==> config.mk <==
export PLATFORM = sky130hd
export DESIGN_NAME = matmul_feeder
export DESIGN_NICKNAME = d
export VERILOG_FILES = /design/src/rtl/matmul_pkg.sv /design/src/rtl/matmul_feeder_buf.sv /design/src/rtl/matmul_feeder.sv
export SDC_FILE = /design/constraint.sdc
export NUM_CORES = 1
export LEC_CHECK = 0
export CAP_MARGIN = 10
export CORE_UTILIZATION = 58
export DETAILED_ROUTE_END_ITERATION = 12
export PLACE_DENSITY = 0.79
export SLEW_MARGIN = 20
export SYNTH_ARGS = -nofsm -noshare
export SYNTH_HDL_FRONTEND = slang
export SYNTH_SLANG_ARGS = --single-unit
==> constraint.sdc <==
create_clock -name CLK -period 4.2 [get_ports CLK]
set_clock_uncertainty 0.05 [all_clocks]
set_input_delay 0.42 -clock CLK [delete_from_list [all_inputs] [get_ports CLK]]
set_output_delay 0.42 -clock CLK [all_outputs]
set_load 0.01 [all_outputs]
==> src/rtl/matmul_pkg.sv <==
`default_nettype none
// +--------------------------------------------------------------------+
// | matmul_pkg : shared types and sizes for the matmul engine feeder   |
// | Rev 1.0                                                            |
// +--------------------------------------------------------------------+
package matmul_pkg;

    localparam int unsigned LANE_W = 8;
    localparam int unsigned LANES  = 5;
    localparam int unsigned WORD_W = LANE_W * LANES;
    localparam int unsigned DEF_N  = 5;
    localparam int unsigned DEF_T  = 10;

    typedef enum logic [2:0] {
        S_IDLE,
        S_START,
        S_SEND_W,
        S_SEND_IN,
        S_WAIT_RES,
        S_FINISH
    } state_t;

    // Index width that stays at least one bit for single-entry buffers.
    function automatic int unsigned addr_w(input int unsigned n);
        return (n > 1) ? $clog2(n) : 1;
    endfunction

endpackage
`default_nettype wire

==> src/rtl/matmul_feeder_buf.sv <==
`default_nettype none
// +--------------------------------------------------------------------+
// | matmul_feeder_buf : word buffer, one write port, one registered    |
// | read port that returns zero when disabled or out of range. Rev 1.0 |
// +--------------------------------------------------------------------+
module matmul_feeder_buf
    import matmul_pkg::*;
#(
    parameter int unsigned DEPTH = 5,
    parameter int unsigned WIDTH = 40,
    parameter int unsigned AW    = 3
) (
    input  logic             clk,
    input  logic             rst_n,
    input  logic             wr_en,
    input  logic [AW-1:0]    wr_addr,
    input  logic [WIDTH-1:0] wr_data,
    input  logic             rd_en,
    input  logic [AW-1:0]    rd_addr,
    output logic [WIDTH-1:0] rd_data
);

    localparam int unsigned IW = addr_w(DEPTH);

    logic [WIDTH-1:0] mem [DEPTH];

    // Storage is deliberately left out of reset.
    always_ff @(posedge clk) begin
        if (wr_en && (32'(wr_addr) < DEPTH)) begin
            mem[wr_addr[IW-1:0]] <= wr_data;
        end
    end

    always_ff @(posedge clk) begin
        if (!rst_n) begin
            rd_data <= '0;
        end else if (rd_en && (32'(rd_addr) < DEPTH)) begin
            rd_data <= mem[rd_addr[IW-1:0]];
        end else begin
            rd_data <= '0;
        end
    end

endmodule
`default_nettype wire

==> src/rtl/matmul_feeder.sv <==
`default_nettype none
// +--------------------------------------------------------------------+
// | matmul_feeder : loads weights/inputs into the matmul engine and    |
// | collects its results into a host-readable buffer. Rev 1.0          |
// +--------------------------------------------------------------------+
module matmul_feeder
    import matmul_pkg::*;
#(
    parameter  int unsigned N       = DEF_N,
    parameter  int unsigned T       = DEF_T,
    parameter  int unsigned R       = 1,
    parameter  int unsigned TIMEOUT = 64,
    localparam int unsigned AW      = addr_w((N > T) ? N : T),
    localparam int unsigned RA_W    = addr_w(R)
) (
    input  logic              CLK,
    input  logic              RSTN,
    input  logic              wr_en,
    input  logic              wr_sel,
    input  logic [AW-1:0]     wr_addr,
    input  logic [WORD_W-1:0] wr_data,
    input  logic              go,
    output logic              busy,
    output logic              done,
    output logic              err_timeout,
    input  logic [RA_W-1:0]   rd_addr,
    output logic [WORD_W-1:0] rd_data,
    output logic              rd_ov,
    output logic              start_o,
    output logic [WORD_W-1:0] Weight_o,
    output logic [WORD_W-1:0] In_o,
    input  logic [WORD_W-1:0] OUT_i,
    input  logic              VAL_i,
    input  logic              OV_i
);

    localparam int unsigned RCW = $clog2(R + 1);
    localparam int unsigned TW  = $clog2(TIMEOUT + 1);

    state_t          state, state_nxt;
    logic [AW-1:0]   cnt, cnt_nxt;
    logic [TW-1:0]   wcnt, wcnt_nxt;
    logic [RCW-1:0]  rcnt, rcnt_nxt;
    logic            timeout_hit;
    logic            w_rd_en, i_rd_en, res_we;
    logic [AW-1:0]   w_rd_addr, i_rd_addr;
    logic [WORD_W:0] res_word;

    // Buffer read addresses lead the phase by one cycle so the registered
    // read port lines the word up with the state that presents it.
    always_comb begin
        state_nxt   = state;
        cnt_nxt     = cnt;
        wcnt_nxt    = wcnt;
        rcnt_nxt    = rcnt;
        timeout_hit = 1'b0;
        w_rd_en     = 1'b0;
        w_rd_addr   = '0;
        i_rd_en     = 1'b0;
        i_rd_addr   = '0;
        res_we      = 1'b0;
        case (state)
            S_IDLE: begin
                if (go) begin
                    state_nxt = S_START;
                    cnt_nxt   = '0;
                    wcnt_nxt  = '0;
                    rcnt_nxt  = '0;
                end
            end
            S_START: begin
                state_nxt = S_SEND_W;
                cnt_nxt   = '0;
                w_rd_en   = 1'b1;
            end
            S_SEND_W: begin
                if (cnt == AW'(N - 1)) begin
                    state_nxt = S_SEND_IN;
                    cnt_nxt   = '0;
                    i_rd_en   = 1'b1;
                end else begin
                    cnt_nxt   = cnt + 1'b1;
                    w_rd_en   = 1'b1;
                    w_rd_addr = cnt + 1'b1;
                end
            end
            S_SEND_IN: begin
                if (cnt == AW'(T - 1)) begin
                    state_nxt = S_WAIT_RES;
                    cnt_nxt   = '0;
                    wcnt_nxt  = '0;
                end else begin
                    cnt_nxt   = cnt + 1'b1;
                    i_rd_en   = 1'b1;
                    i_rd_addr = cnt + 1'b1;
                end
            end
            S_WAIT_RES: begin
                wcnt_nxt = wcnt + 1'b1;
                res_we   = VAL_i;
                if (VAL_i) begin
                    rcnt_nxt = rcnt + 1'b1;
                end
                // A final result in the timeout cycle still counts as success.
                if (VAL_i && (rcnt == RCW'(R - 1))) begin
                    state_nxt = S_FINISH;
                end else if (wcnt == TW'(TIMEOUT - 1)) begin
                    state_nxt   = S_FINISH;
                    timeout_hit = 1'b1;
                end
            end
            S_FINISH: state_nxt = S_IDLE;
            default:  state_nxt = S_IDLE;
        endcase
    end

    always_ff @(posedge CLK) begin
        if (!RSTN) begin
            state       <= S_IDLE;
            cnt         <= '0;
            wcnt        <= '0;
            rcnt        <= '0;
            busy        <= 1'b0;
            done        <= 1'b0;
            start_o     <= 1'b0;
            err_timeout <= 1'b0;
        end else begin
            state   <= state_nxt;
            cnt     <= cnt_nxt;
            wcnt    <= wcnt_nxt;
            rcnt    <= rcnt_nxt;
            busy    <= (state_nxt != S_IDLE);
            done    <= (state_nxt == S_FINISH);
            start_o <= (state_nxt == S_START);
            if ((state == S_IDLE) && go) begin
                err_timeout <= 1'b0;
            end else if (timeout_hit) begin
                err_timeout <= 1'b1;
            end
        end
    end

    matmul_feeder_buf #(.DEPTH(N), .WIDTH(WORD_W), .AW(AW)) u_wbuf (
        .clk     (CLK),
        .rst_n   (RSTN),
        .wr_en   (wr_en && !wr_sel),
        .wr_addr (wr_addr),
        .wr_data (wr_data),
        .rd_en   (w_rd_en),
        .rd_addr (w_rd_addr),
        .rd_data (Weight_o)
    );

    matmul_feeder_buf #(.DEPTH(T), .WIDTH(WORD_W), .AW(AW)) u_ibuf (
        .clk     (CLK),
        .rst_n   (RSTN),
        .wr_en   (wr_en && wr_sel),
        .wr_addr (wr_addr),
        .wr_data (wr_data),
        .rd_en   (i_rd_en),
        .rd_addr (i_rd_addr),
        .rd_data (In_o)
    );

    matmul_feeder_buf #(.DEPTH(R), .WIDTH(WORD_W + 1), .AW(RCW)) u_rbuf (
        .clk     (CLK),
        .rst_n   (RSTN),
        .wr_en   (res_we),
        .wr_addr (rcnt),
        .wr_data ({OV_i, OUT_i}),
        .rd_en   (1'b1),
        .rd_addr (RCW'(rd_addr)),
        .rd_data (res_word)
    );

    assign rd_ov   = res_word[WORD_W];
    assign rd_data = res_word[WORD_W-1:0];

endmodule
`default_nettype wire
==> results.yml, run 1 <==
run_status:
  status: "finished, final reports clean"
layout:
  area_growth_pct: 19.2
  diodes: 0
  drive_gt1_share_pct: 15.3
  fillers: 3182
  final_nets: 2064
  fin_cells: 2703
power_and_ir_drop:
  p_leak_nw: 11.1
  power.share.clock_pct: 41.7
  power_frac_comb_pct: 6.8
  vdd_ir_drop_max_v: 0.000437
  power_switching_w: 0.00354
  power_w: 0.0166
  p_seq_share_pct: 51.5
  p_int_w: 0.0131
  pwr_density_cell_nw_per_um2: 474
  p_sw_share_pct: 21.3
setup_path:
  crit_path_end_kind: "flop"
  required_ns: 4.70
  rr_worst_depth: 7
  cp_data_arrival_time_ns: 3.96
  start_kind: "flop"
  slowest_stage: "dfxtp_4"
  path_common_cell: "buf_4"
  critPathKind: "reg2reg"
  cp_cell_sequence: "ha_1 > xnor2_4 > buf_4 > buf_4 > nand3_1 > a31oi_1 > o221a_2"
  crit_path_max_fanout: 55
  slowest_delay_ns: 0.90
synthesis:
  synth_top_area_cell: "edfxtp_1"
  synth_edf_count: 641
  syn_area_um2: 29400
  syn-num-nets: 1847
  synth_seq_cells: 781
  yosysMostFrequentCell: "edfxtp_1"
  synthesis.instances: 1751
  synth_area_leaders: "edfxtp_1, dfxtp_1, mux4_2"
  synth.top_cell.area_share_pct: 65.6
  synthDistinctLibCells: 62
  synth-warning-count: 0
  async_flop_share_pct: 0
  yosysSeqAreaShare_pct: 75.1
  synth_ff_type: "edfxtp_1"
  synth_area_per_cell_um2: 16.8
  synth_common_cells: "edfxtp_1, dfxtp_1, nor2_1, and2_1, nand3_1"
timing:
  fin_crit_ns: 3.46
  maxSlewHeadroom_pct: 27.7
  rsz0062_at_grt: "false"
  hold_viol_final: 0
  worst_slack_ns: 0.740
  drv_slew: 0
  max_freq_ghz: 0.289
  min_period_over_period_pct: 82.4
  final.setup.tns_ns: 0
  setup_violations: 0
  tightestPinTransition_ns: 1.08
floorplanning:
  die-height_um: 227
  core_area_um2: 50100
  rows: 82
  start_util_pct: 58.6
  die-width_um: 227
  num_io_pins: 217
  die-area_um2: 51500
clock_network:
  clkSinkCount: 781
  clkLatencyLatePin_ns: 0.61
  cts_tree: "done"
  clk_path_buf_depth: 3
  postCtsSetupBuffers: 0
  root_buffer: "clkbuf_16"
  htree_num_levels: 3
  hold_buffers: 0
  path_clk_slew_ns: 0.06
  cts_resized: 0
  numCtsBuffers: 76
placed_design:
  dpl.hpwl_um: 39400
  dpl.cell_count: 2561
  gp_congestion: 0.826
  pre_cts_slack_ns: 0.808
  numPortBuffers: 216
worst_hold_path:
  min_path_cells: 1
  hold_path_class: "in2reg"
detailed_routing:
  drtPass1Iterations: 5
  routed_wl_um: 70500
  drt-initial-drc-count: 1903
  route.vias.total: 17182
  ant_nets: 0
  vias_per_cell: 6.36
  wl_per_cell_um: 26.1
  drc: 0
global_routing:
  grt_max_degree: 66
  antenna_found_initial: 0
  grt_pass1_wl_um: 105000
  grt_pass1_vias: 17568
  grt_usage_pct: 27.7
  grt_overflow: 0
job:
  drv_cap: 0
==> routing by layer <==
metal / vias up / global-route usage (%) / wire length, um
li1: 7403 / - / -
met1: 8686 / 35.0 / 26300
met2: 928 / 46.9 / 36100
met3: 165 / 4.54 / 5460
met4: 0 / 13.4 / 2660
met5: - / 0 / 0
==> worst max-delay path: cells and delay by family, from the launching register on <==
family	cells	cell delay (ns)
xor gates and xnor gates	1	0.32
adders and majority gates	1	0.48
DFF	1	0.90
AOI/OAI and AO/OA	2	0.47
buffers and inverters	2	0.95
and+or+nand+nor	1	0.20
==> registers in the layout (all words and copies together) (netlist names), 3 cells and up <==
register and count:
u_rbuf.mem 41, u_ibuf.mem 400, cnt 4, wcnt 7
u_wbuf.rd_data 40, u_ibuf.rd_data 40, u_wbuf.mem 200, state 3
u_rbuf.rd_data 41
==> through the flow <==
stage	hold WS, ns	util [%]	area, um2
2_1_floorplan	0.370	-	29400
3_3_place_gp	0.374	64.8	32400
3_5_place_dp	0.376	64.8	32400
4_1_cts	0.290	69.9	35000
5_1_grt	0.295	69.9	35000
6_report	0.318	69.9	35000
==> kinds of logic (layout without fill, tap and decap cells) <==
group           Yosys count  in the layout  share of synthesized area, %
compound gates          320            320                          8.51
xor+xnor                  3              3                         0.166
fa+ha+maj                 4              4                         0.170
buf+inv                 135            415                          2.13
flops                   781            781                          75.1
mux                     160            160                          7.42
simple gates            348            348                          6.50
==> placed cells by master (no fill, tap or decap), types with 6 or more instances in the layout <==
cell | Yosys | routed
mux2_1 | 7 | 7
edfxtp_1 | 641 | 641
buf_12 | 0 | 6
buf_4 | 6 | 45
and2_1 | 81 | 81
mux2i_1 | 58 | 58
clkbuf_1 | 65 | 23
nand2b_1 | 7 | 7
clkinv_2 | 0 | 8
nor4_1 | 39 | 39
o32ai_2 | 10 | 10
nand3b_1 | 18 | 18
a41oi_1 | 39 | 39
nor2_1 | 95 | 77
a31oi_1 | 27 | 27
a21oi_1 | 68 | 67
o22ai_1 | 15 | 15
dfxtp_1 | 140 | 139
o21ai_0 | 46 | 46
nand2_1 | 8 | 8
bufinv_16 | 0 | 6
mux4_2 | 40 | 40
clkinv_1 | 0 | 6
nor2_4 | 0 | 17
mux2_2 | 55 | 55
o221a_1 | 59 | 59
clkdlybuf4s50_1 | 0 | 216
clkbuf_8 | 0 | 12
clkbuf_16 | 0 | 80
nand3_1 | 70 | 69
o32ai_1 | 7 | 7
a22o_1 | 23 | 23
==> path summary, 6_finish.rpt <==
path | endpoint | slack [ns] | start
worst min-delay path | u_rbuf.mem[0][13] | 0.32 | OUT_i[13]
worst max-delay path | u_ibuf.rd_data[22] | 0.74 | cnt[0]
worst max register to register | u_ibuf.rd_data[22] | 0.74 | cnt[0]
worst min register to register | u_rbuf.rd_data[38] | 0.38 | u_rbuf.mem[0][38]
==> power groups by stage <==
stage / Combinational [W] / Clock (W) / Sequential (W)
CTS: 0.00112 / 0.00697 / 0.00855
finish: 0.00112 / 0.00692 / 0.00855
floorplan: 0.000644 / 0 / 0.00869
global placement: 0.00108 / 0 / 0.00870
global route: 0.00120 / 0.00728 / 0.00855
detailed placement: 0.00111 / 0 / 0.00871
==> layout make-up <==
| cell class | count | area [um2] | share of cell area (%) |
|---|---|---|---|
| multi-input combinational | 835 | 6890 | 19.7 |
| inverter | 6 | 22.5 | 0.0643 |
| clock inverter | 26 | 308 | 0.879 |
| tap | 672 | 841 | 2.40 |
| sequential | 781 | 22100 | 63.0 |
| timing repair buffer | 268 | 2650 | 7.56 |
| clock buffer | 115 | 2250 | 6.44 |
(Power assumes the default switching activity.)
==> run 2, diff against run 1 <==
==> constraint.sdc (replaced) <==
create_clock -name CLK -period 3.2 [get_ports CLK]
set_clock_uncertainty 0.05 [all_clocks]
set_input_delay 0.32 -clock CLK [delete_from_list [all_inputs] [get_ports CLK]]
set_output_delay 0.32 -clock CLK [all_outputs]
set_load 0.01 [all_outputs]
==> results.yml, run 2 (synthesized netlist as in run 1, its figures left out) <==
power_and_ir_drop:
  vdd_ir_drop_max_v: 0.000484
  p_sw_share_pct: 22.0
  p_seq_share_pct: 52.3
  power_switching_w: 0.00470
  p_leak_nw: 11.1
  pwr_density_cell_nw_per_um2: 612
  power_w: 0.0214
  power.share.clock_pct: 40.6
  power_frac_comb_pct: 7.1
  p_int_w: 0.0167
detailed_routing:
  route.vias.total: 17294
  vias_per_cell: 6.38
  routed_wl_um: 69200
  drc: 0
  drtPass1Iterations: 7
  ant_nets: 0
  wl_per_cell_um: 25.5
  drt-initial-drc-count: 2025
setup_path:
  start_kind: "flop"
  required_ns: 3.65
  cp_data_arrival_time_ns: 3.46
  critPathKind: "reg2reg"
  crit_path_max_fanout: 24
  crit_path_end_kind: "flop"
  reg2reg_setup_slack_ns: 0.19
global_routing:
  grt_usage_pct: 26.9
  antenna_found_initial: 1
  grt_pass1_vias: 17409
  grt_max_degree: 121
  grt_pass1_wl_um: 102000
  grt_overflow: 0
clock_network:
  numCtsBuffers: 78
  cts_resized: 0
  clk_path_buf_depth: 3
  postCtsSetupBuffers: 0
  clkSinkCount: 781
  clkLatencyLatePin_ns: 0.63
  root_buffer: "clkbuf_16"
  hold_buffers: 0
  cts_tree: "done"
  htree_num_levels: 3
  path_clk_slew_ns: 0.06
floorplanning:
  core_area_um2: 50100
  die-height_um: 227
  die-area_um2: 51500
  start_util_pct: 58.6
  rows: 82
  num_io_pins: 217
  die-width_um: 227
timing:
  hold_viol_final: 0
  min_period_over_period_pct: 94.2
  max_freq_ghz: 0.332
  drv_slew: 0
  tightestPinTransition_ns: 1.02
  worst_slack_ns: 0.187
  rsz0062_at_grt: "false"
  setup_violations: 0
  maxSlewHeadroom_pct: 31.9
  final.setup.tns_ns: 0
  fin_crit_ns: 3.01
layout:
  fillers: 3124
  utilization_pct: 69.8
  diodes: 0
  final_nets: 2069
  drive_gt1_share_pct: 15.2
  final_cell_mix: "edfxtp_1, clkdlybuf4s50_1, dfxtp_1"
  fin_area_um2: 35000
  largest_reg_flops: 400
  multiInputGateArea_um2: 6890
  regArea_um2: 22100
  area_growth_pct: 19.0
  layout_commonest_cell: "edfxtp_1"
placed_design:
  placedInstanceArea_um2: 32500
  pre_cts_slack_ns: 0.280
  dpl.hpwl_um: 38900
  gp_congestion: 0.838
  numPortBuffers: 216
run_status:
  status: "finished, final reports clean"
job:
  drv_cap: 0
worst_hold_path:
  hold_path_class: "in2reg"
[run 2: area by class of cell]
type / instances / share of cell area [%]
multi-input combinational: 835 / 19.7
clock inverter: 28 / 0.709
inverter: 6 / 0.0644
clock buffer: 118 / 6.24
tap: 672 / 2.41
timing repair buffer: 271 / 7.78
sequential: 781 / 63.1
[run 2: per-layer routing]
metal / wire length [um] / GRT usage [%] / vias up
met2: 33300 / 43.0 / 1025
met4: 2320 / 10.7 / 4
met3: 6560 / 6.93 / 181
li1: - / - / 7409
met5: 110 / 1.42 / -
met1: 26900 / 35.5 / 8675
[run 2: critical path, cell delays in order, from the launching register on]
cell      delay [ns]
dfxtp_4         0.37
ha_1            0.32
xnor2_4         0.74
nand2b_1        0.16
or4_1           0.90
o32ai_1         0.33
[run 2: power groups by stage]
stage          clock network (W)  logic, W  registers, W
2_1_floorplan                  0  0.000846        0.0114
3_3_place_gp                   0   0.00144        0.0114
3_5_place_dp                   0   0.00148        0.0114
4_1_cts                  0.00877   0.00149        0.0112
5_1_grt                  0.00916   0.00161        0.0112
6_report                 0.00869   0.00151        0.0112
[run 2: worst paths after layout]
kind / startpoint / to / depth (start not counted)
max: cnt[0] / u_ibuf.rd_data[34] / 5
min: OUT_i[24] / u_rbuf.mem[0][24] / 1
max reg2reg: cnt[0] / u_ibuf.rd_data[34] / 5
min reg2reg: u_rbuf.mem[0][40] / u_rbuf.rd_data[40] / 1
[run 2: stage by stage]
stage / cells / hold WS (ns)
finish: 2711 / 0.208
global route: 2711 / 0.176
CTS: 2710 / 0.163
detailed placement: 2564 / 0.377
global placement: 2564 / 0.373
floorplan: 1751 / 0.369
==> run 3, diff against run 2 <==
--- a/config.mk
+++ b/config.mk
@@ -6,9 +6,9 @@
 export NUM_CORES = 1
 export LEC_CHECK = 0
 export CAP_MARGIN = 10
-export CORE_UTILIZATION = 58
+export CORE_UTILIZATION = 50
 export DETAILED_ROUTE_END_ITERATION = 12
-export PLACE_DENSITY = 0.79
+export PLACE_DENSITY = 0.7
 export SLEW_MARGIN = 20
 export SYNTH_ARGS = -nofsm -noshare
 export SYNTH_HDL_FRONTEND = slang
==> results.yml, run 3 (synthesized netlist as in run 1, its figures left out) <==
clock_network:
  clkSinkCount: 781
  root_buffer: "clkbuf_16"
  postCtsSetupBuffers: 0
  cts_tree: "done"
  htree_num_levels: 3
  clk_path_buf_depth: 3
  numCtsBuffers: 80
  cts_resized: 0
  clkLatencyLatePin_ns: 0.62
  hold_buffers: 0
  path_clk_slew_ns: 0.06
setup_path:
  r2r-start: "cnt[0]"
  rr_worst_depth: 5
  crit_path_max_fanout: 71
  reg2reg_setup_slack_ns: 0.41
  start_kind: "flop"
  required_ns: 3.63
  cp_data_arrival_time_ns: 3.22
  crit_path_end_kind: "flop"
  timing.rr.end: "u_ibuf.rd_data[5]"
  critPathKind: "reg2reg"
floorplanning:
  die-height_um: 244
  rows: 88
  die-width_um: 244
  die-area_um2: 59700
  num_io_pins: 217
  start_util_pct: 50.8
  core_area_um2: 57800
placed_design:
  numPortBuffers: 216
  dpl.cell_count: 2667
  gp_congestion: 0.821
  dpl.hpwl_um: 41200
global_routing:
  grt_pass1_wl_um: 106000
  antenna_found_initial: 0
  grt_overflow: 0
  grt_max_degree: 72
  grt_pass1_vias: 17092
  grt_usage_pct: 24.1
worst_hold_path:
  hold_path_class: "in2reg"
  hold_path_end: "u_rbuf.mem[0][12]"
  min_path_cells: 1
  hold_start: "OUT_i[12]"
detailed_routing:
  vias_per_cell: 6.03
  ant_nets: 0
  drc: 0
  route.vias.total: 17000
  routed_wl_um: 72200
  drt-initial-drc-count: 1627
  wl_per_cell_um: 25.6
  drtPass1Iterations: 5
timing:
  hold_viol_final: 0
  rsz0062_at_grt: "false"
  fin_crit_ns: 2.79
  max_freq_ghz: 0.359
  drv_slew: 0
  tightestPinTransition_ns: 0.878
  maxSlewHeadroom_pct: 41.4
  setup_violations: 0
  final.setup.tns_ns: 0
  min_period_over_period_pct: 87.2
layout:
  utilization_pct: 61.1
  multiInputGateArea_um2: 6890
  largest_reg_flops: 400
  fin_cells: 2817
  fillers: 4156
  area_growth_pct: 20.3
  final_nets: 2080
  drive_gt1_share_pct: 16.0
  final_cell_mix: "edfxtp_1, clkdlybuf4s50_1, dfxtp_1"
  regArea_um2: 22100
  layout_commonest_cell: "edfxtp_1"
power_and_ir_drop:
  pwr_density_cell_nw_per_um2: 612
  p_leak_nw: 11.2
  vdd_ir_drop_max_v: 0.000551
job:
  drv_cap: 0
run_status:
  status: "finished, final reports clean"
-- run 3: cell count changes in the layout (fill, tap and decap cells not counted), sizes merged --
| cell | before | now |
|---|---|---|
| clkbuf | 118 | 113 |
| diode | 0 | 1 |
| inv | 13 | 11 |
| clkinvlp | 3 | 4 |
| buf | 55 | 64 |
| clkinv | 16 | 25 |
-- run 3: through the flow --
stage               instance area [um2]  total power, W  setup slack, ns  hold slack [ns]
detailed placement                32800          0.0129            0.430            0.377
CTS                               35300          0.0218            0.407            0.171
global placement                  32800          0.0129            0.388            0.373
floorplan                         29400          0.0123            0.405            0.369
global route                      35300          0.0222            0.334            0.179
finish                            35300          0.0216            0.411            0.203
-- run 3: layout make-up --
cell class,instances,share of cell area [%]
Timing Repair Buffer,280,8.12
Tap cell,765,2.71
Inverter,6,0.0638
Multi-Input combinational cell,835,19.5
Clock buffer,113,6.36
Clock inverter,36,0.793
Sequential cell,781,62.4
Antenna cell,1,0.00708
-- run 3: critical path, cell delays in order, from the launching register on --
cell	delay, ns
dfxtp_4	0.39
buf_12	0.37
buf_4	0.52
mux4_2	0.58
a211oi_1	0.50
o32ai_2	0.17
-- run 3: report_power, final --
part	total, W	internal, W	switching [W]
logic	0.00153	0.000641	0.000891
clock network	0.00890	0.00510	0.00381
registers	0.0112	0.0111	0.0000619
-- run 3: worst max path at each step --
| stage | from | to | slack [ns] |
|---|---|---|---|
| floorplan | wr_addr[0] | u_ibuf.mem[4][0] | 0.41 |
| global placement | cnt[0] | u_ibuf.rd_data[5] | 0.39 |
| detailed placement | cnt[0] | u_ibuf.rd_data[5] | 0.43 |
| CTS | cnt[0] | u_ibuf.rd_data[5] | 0.41 |
| global route | cnt[0] | u_ibuf.rd_data[5] | 0.33 |
| finish | cnt[0] | u_ibuf.rd_data[5] | 0.41 |
-- run 3: metal layers --
metal	GRT usage [%]	part of all wire (%)	vias to the layer above
met5	0	0	-
met4	8.00	2.7	0
met3	3.67	6.6	134
met2	40.4	50	730
met1	32.2	41	8705
li1	-	-	7431
